===== config.mk =====
export PLATFORM = sky130hd
export DESIGN_NAME = axis_meta_gen
export DESIGN_NICKNAME = d
export VERILOG_FILES = /design/src/rtl/axis_pkg.sv /design/src/rtl/axis_meta_beat_fmt.sv /design/src/rtl/axis_meta_gen.sv
export SDC_FILE = /design/constraint.sdc
export NUM_CORES = 1
export LEC_CHECK = 0
export CAP_MARGIN = 25
export CORE_MARGIN = 3
export CORE_UTILIZATION = 50
export CTS_BUF_LIST = sky130_fd_sc_hd__clkbuf_16
export DETAILED_ROUTE_END_ITERATION = 12
export PLACE_DENSITY = 0.95
export SLEW_MARGIN = 20
export SYNTH_ARGS = -nofsm -noshare
export SYNTH_HDL_FRONTEND = slang
export SYNTH_SLANG_ARGS = --single-unit

===== constraint.sdc =====
create_clock -name clk -period 5.3 [get_ports clk]
set_input_delay 1.06 -clock clk [delete_from_list [all_inputs] [get_ports clk]]
set_output_delay 1.06 -clock clk [all_outputs]
set_load 0.01 [all_outputs]

===== src/rtl/axis_pkg.sv =====
// Shared types and default geometry for the AXI-stream metadata generator.
package axis_pkg;

    localparam int DATA_W_DEF  = 128;
    localparam int KEEP_W_DEF  = DATA_W_DEF / 8;
    localparam int KEEP_MASK_W = KEEP_W_DEF;
    // Byte offset counter; one spare bit above a 16-bit length.
    localparam int OFF_W       = 17;

    typedef enum logic [1:0] {
        ST_IDLE = 2'd0,
        ST_SEND = 2'd1,
        ST_DONE = 2'd2
    } state_e;

endpackage


===== src/rtl/axis_meta_beat_fmt.sv =====
// Builds one beat's payload and byte enables from the packet byte offset,
// packet length and the per-packet pattern base.
module axis_meta_beat_fmt
    import axis_pkg::*;
#(
    parameter int DATA_W = DATA_W_DEF,
    parameter int KEEP_W = DATA_W / 8
) (
    input  logic [OFF_W-1:0]  byte_off_i,
    input  logic [15:0]       len_i,
    input  logic [7:0]        seed_i,
    input  logic [7:0]        pkt_lsb_i,
    output logic [DATA_W-1:0] data_o,
    output logic [KEEP_W-1:0] keep_o,
    output logic              last_o
);

    int         rem_w;
    logic [7:0] base_w;

    always_comb begin
        rem_w  = int'(len_i) - int'(byte_off_i);
        last_o = (rem_w <= KEEP_W);
        base_w = seed_i + pkt_lsb_i + byte_off_i[7:0];
        data_o = '0;
        keep_o = '0;
        // Only the final beat can be partial; unused bytes stay zero.
        for (int j = 0; j < KEEP_W; j++) begin
            if (!last_o || (j < rem_w)) begin
                keep_o[j]         = 1'b1;
                data_o[8*j +: 8]  = base_w + 8'(j);
            end
        end
    end

endmodule


===== src/rtl/axis_meta_gen.sv =====
// Burst generator: emits cfg_pkt_num packets of cfg_len bytes with a
// seeded incrementing byte pattern on an AXI-stream style interface.
//
// state   | meaning
// --------+-----------------------------------------------
// ST_IDLE | waiting for a start with legal length/count
// ST_SEND | presenting beats, advancing on vld && rdy
// ST_DONE | one-cycle completion pulse, then back to idle
module axis_meta_gen
    import axis_pkg::*;
#(
    parameter int DATA_W = DATA_W_DEF,
    parameter int KEEP_W = DATA_W / 8
) (
    input  logic              clk,
    input  logic              rst,
    input  logic              start,
    input  logic [15:0]       cfg_len,
    input  logic [15:0]       cfg_pkt_num,
    input  logic [3:0]        cfg_tid,
    input  logic [3:0]        cfg_tdt,
    input  logic [7:0]        cfg_seed,
    output logic [DATA_W-1:0] tx_meta_data,
    output logic [KEEP_W-1:0] tx_meta_keep,
    output logic              tx_meta_vld,
    output logic [3:0]        tx_meta_tid,
    output logic [3:0]        tx_meta_tdt,
    output logic              tx_meta_sop,
    output logic              tx_meta_eop,
    input  logic              tx_meta_rdy,
    output logic              busy,
    output logic              done
);

    state_e           state_q, state_d;
    logic [15:0]      len_q, len_d;
    logic [15:0]      num_q, num_d;
    logic [3:0]       tid_q, tid_d;
    logic [3:0]       tdt_q, tdt_d;
    logic [7:0]       seed_q, seed_d;
    logic [OFF_W-1:0] off_q, off_d;
    logic [15:0]      pkt_q, pkt_d;

    logic [DATA_W-1:0] fmt_data;
    logic [KEEP_W-1:0] fmt_keep;
    logic              fmt_last;

    axis_meta_beat_fmt #(
        .DATA_W (DATA_W),
        .KEEP_W (KEEP_W)
    ) u_fmt (
        .byte_off_i (off_q),
        .len_i      (len_q),
        .seed_i     (seed_q),
        .pkt_lsb_i  (pkt_q[7:0]),
        .data_o     (fmt_data),
        .keep_o     (fmt_keep),
        .last_o     (fmt_last)
    );

    always_ff @(posedge clk or posedge rst) begin
        if (rst) begin
            state_q <= ST_IDLE;
            len_q   <= '0;
            num_q   <= '0;
            tid_q   <= '0;
            tdt_q   <= '0;
            seed_q  <= '0;
            off_q   <= '0;
            pkt_q   <= '0;
        end else begin
            state_q <= state_d;
            len_q   <= len_d;
            num_q   <= num_d;
            tid_q   <= tid_d;
            tdt_q   <= tdt_d;
            seed_q  <= seed_d;
            off_q   <= off_d;
            pkt_q   <= pkt_d;
        end
    end

    always_comb begin
        state_d = state_q;
        len_d   = len_q;
        num_d   = num_q;
        tid_d   = tid_q;
        tdt_d   = tdt_q;
        seed_d  = seed_q;
        off_d   = off_q;
        pkt_d   = pkt_q;
        case (state_q)
            ST_IDLE: begin
                if (start && (cfg_len != 16'd0) && (cfg_pkt_num != 16'd0)) begin
                    len_d   = cfg_len;
                    num_d   = cfg_pkt_num;
                    tid_d   = cfg_tid;
                    tdt_d   = cfg_tdt;
                    seed_d  = cfg_seed;
                    off_d   = '0;
                    pkt_d   = '0;
                    state_d = ST_SEND;
                end
            end
            ST_SEND: begin
                if (tx_meta_rdy) begin
                    if (fmt_last) begin
                        if (pkt_q == num_q - 16'd1) begin
                            state_d = ST_DONE;
                        end else begin
                            pkt_d = pkt_q + 16'd1;
                            off_d = '0;
                        end
                    end else begin
                        off_d = off_q + OFF_W'(KEEP_W);
                    end
                end
            end
            ST_DONE: state_d = ST_IDLE;
            default: state_d = ST_IDLE;
        endcase
    end

    // Outputs are gated by valid so that idle and reset drive all zeros.
    assign tx_meta_vld  = (state_q == ST_SEND);
    assign tx_meta_data = tx_meta_vld ? fmt_data : '0;
    assign tx_meta_keep = tx_meta_vld ? fmt_keep : '0;
    assign tx_meta_tid  = tx_meta_vld ? tid_q : 4'd0;
    assign tx_meta_tdt  = tx_meta_vld ? tdt_q : 4'd0;
    assign tx_meta_sop  = tx_meta_vld && (off_q == '0);
    assign tx_meta_eop  = tx_meta_vld && fmt_last;
    assign busy         = (state_q != ST_IDLE);
    assign done         = (state_q == ST_DONE);

endmodule


==> results.json <==
{
  "ys_ff_latch": 79,
  "synthFlopType": "dfrtp_1",
  "hp-class": "reg2reg",
  "pin_count": 209,
  "min_period_over_period_pct": 96.83,
  "cts_buffers": 9,
  "multi_input_area_sq_um": 5279,
  "portBuffers": 208,
  "htreeDepth": 3,
  "grt_first_pass_wirelength_mm": 39.90,
  "grt_usage_pct": 29.76,
  "drv_cap": 0,
  "syn_nets": 1151,
  "worstHoldStart": "tdt_q[3]",
  "crit_chain": "inv_2 > ha_2 > o211ai_1 > a21oi_1 > or3_1 > a2111oi_0 > and4_1 > and4_4 > nand2b_4 > o21ai_4 > inv_2 > and2_1 > clkdlybuf4s50_1",
  "dr.first_iter.drc_count": 793,
  "setup_ws_ns": 0.1682,
  "vias": 8284,
  "dieArea_sq_um": 16720,
  "pre_cts_ws_ns": 0.2997,
  "seq_area_frac_synth_pct": 26.00,
  "wl_per_cell_microns": 17.60,
  "core_sq_um": 14700,
  "post_drt_via_cell_ratio": 5.793,
  "final_util_pct": 70.06,
  "skew_ns": 0.005469,
  "synth_edf_count": 0,
  "hold_buffers": 0,
  "syn_inst": 1052,
  "ant_nets": 0,
  "antenna_cells": 0,
  "gp_congestion": 1.020,
  "reg2reg_from": "off_q[4]",
  "fp.dieW_microns": 129.3,
  "fill_cells": 1178,
  "async_reset_ff_share_pct": 100.0,
  "max_freq_mhz": 194.9,
  "cp.arrival_ns": 4.07,
  "fin_crit_ns": 5.132,
  "root_buffer": "clkbuf_16",
  "setup_viol": 0,
  "drc": 0,
  "worst_pin_slew_ns": 0.8835,
  "syn_area_sq_um": 7604,
  "max-slew-margin-rel_pct": 41.10,
  "yosys_warnings": 0,
  "yosysUniqueCellTypes": 74,
  "postSynthAreaPerCell_sq_um": 7.228,
  "die_h_microns": 129.3,
  "antenna_found_initial": 0,
  "cts_max_path_buffers": 2,
  "path_class": "reg2out",
  "critPathRequiredTime_ns": 4.24,
  "finalNetCount": 1341,
  "grt_pass1_vias": 7850,
  "cts_tree": "built",
  "status": "finished, final reports clean",
  "clkSinkCount": 79,
  "row_count": 44,
  "dr.pass1.iters": 5,
  "slew_viol_final": 0,
  "crit_path_end_kind": "output pin",
  "startpoint": "off_q[4]",
  "path_max_fanout": 11,
  "drt_wl_total_mm": 25.17,
  "grt_overflow": 0,
  "hold_violations": 0,
  "initial_utilization_pct": 51.73,
  "setup-tns-final_ns": 0,
  "seqCellArea_sq_um": 1978,
  "final_layout_size_suffix_gt1_share_pct": 6.661,
  "clock_latency_ns": 0.35,
  "syn_to_final_growth_pct": 35.44,
  "hpwl_mm": 19.66,
  "cts.reportedPaths.clkPinSlew_ns": 0.06,
  "worstSetupStartpointType": "flop",
  "cp_slowest_cell": "clkdlybuf4s50_1",
  "grt_max_degree": 35,
  "critPathMostFrequentCell": "inv_2",
  "slowest_delay_ns": 0.47,
  "rsz0062_at_grt": "no"
}
-- layer usage --
metal  share of wire [%]  vias up  track usage [%]  routed length [microns]
met3                 7.9       86            5.606                     1987
met4                 4.5        0            13.90                     1131
li1                    -     3926                -                        -
met5                   0        -                0                        0
met2                  49      441            52.07                    12440
met1                  38     3831            35.27                     9608
-- state kept, by name, indices dropped and copies added, names as in the netlist --
name     count
len_q       16
num_q       16
off_q       13
pkt_q       16
seed_q       8
state_q      2
tdt_q        4
tid_q        4
-- cell type report --
cell class,count,share of cell area [%]
clock inverters,6,0.5953
multi-input cells,863,51.26
clock buffers,9,2.187
flip-flops and latches,79,19.21
repair buffers,233,22.48
inverters,56,2.041
well taps,184,2.235
-- stage by stage --
| stage | instance area (sq um) | hold WS (ns) | cells |
|---|---|---|---|
| final | 10300 | 0.4632 | 1430 |
| after global routing | 10300 | 0.4814 | 1430 |
| after CTS | 10240 | 0.4700 | 1429 |
| after detailed placement | 9936 | 0.4553 | 1414 |
| after global placement | 9905 | 0.4499 | 1412 |
| after floorplan | 7604 | 0.4374 | 1052 |
-- repair_timing --
action | CTS | global route
setup buffers | 0 | 1
pin swaps | 0 | 2
endpoints found under the setup margin | 30 | 131
resized for setup | 5 | 14
-- worst max-delay path, delay by kind of cell (launching register included) --
kind / cells / cell delay, ns
fa+ha+maj: 1 / 0.33
compound gates: 4 / 1.15
flops: 1 / 0.44
buf+inv: 3 / 0.65
simple gates: 5 / 1.17
-- Yosys cell counts (6+ instances only) --
cell | instances | share of area (%)
a21o_1 | 7 | 0.69
a21oi_1 | 48 | 3.2
and2_1 | 23 | 1.9
and3_1 | 9 | 0.74
clkbuf_1 | 42 | 2.1
dfrtp_1 | 79 | 26
ha_1 | 43 | 7.1
inv_1 | 54 | 2.7
mux2i_1 | 6 | 0.79
nand2_1 | 204 | 10
nand2b_1 | 13 | 1.1
nand3_1 | 22 | 1.4
nand4_1 | 17 | 1.4
nor2_1 | 163 | 8.0
nor2b_1 | 9 | 0.74
nor3_1 | 19 | 1.3
nor4_1 | 13 | 1.1
o211ai_1 | 9 | 0.89
o21ai_0 | 43 | 2.8
o31ai_1 | 7 | 0.69
or3_1 | 15 | 1.2
or4_1 | 7 | 0.69
xnor2_1 | 71 | 8.2
xor2_1 | 27 | 3.1
-- logic make-up (layout without fill, tap and decap cells) --
family	count (synthesis)	in the layout	synth area share [%]
buffers and inverters	110	304	5.841
AND/OR/NAND/NOR	537	537	32.27
XOR/XNOR	98	98	11.29
multiplexers	8	8	1.086
flip-flops	79	79	26.00
adder cells (fa/ha/maj)	47	47	8.129
AO/OA/AOI/OAI	171	171	15.29
other	2	2	0.09877
-- placed cells by master (no fill, tap or decap), types with 20 or more instances in the layout --
cell type / instances
clkdlybuf4s50_1: 208
nand2_1: 202
nor2_1: 160
dfrtp_1: 78
xnor2_1: 67
inv_1: 52
a21oi_1: 46
o21ai_0: 43
ha_1: 40
xor2_1: 27
and2_1: 23
nand3_1: 22
buf_4: 20
-- final timing paths --
path                               endpoint  slack (ns)  depth (start not counted)
hold reg to reg                    tdt_q[3]        0.46                          2
setup reg to reg                   pkt_q[6]        1.52                         12
max in group asynchronous          off_q[6]        3.47                          3
hold / removal                     tdt_q[3]        0.46                          2
min in group asynchronous         pkt_q[15]        1.06                          2
setup / recovery           tx_meta_data[35]        0.17                         13
Power is not shown: default switching activity piles up to over one toggle a cycle in this logic, so the estimate is an artifact.
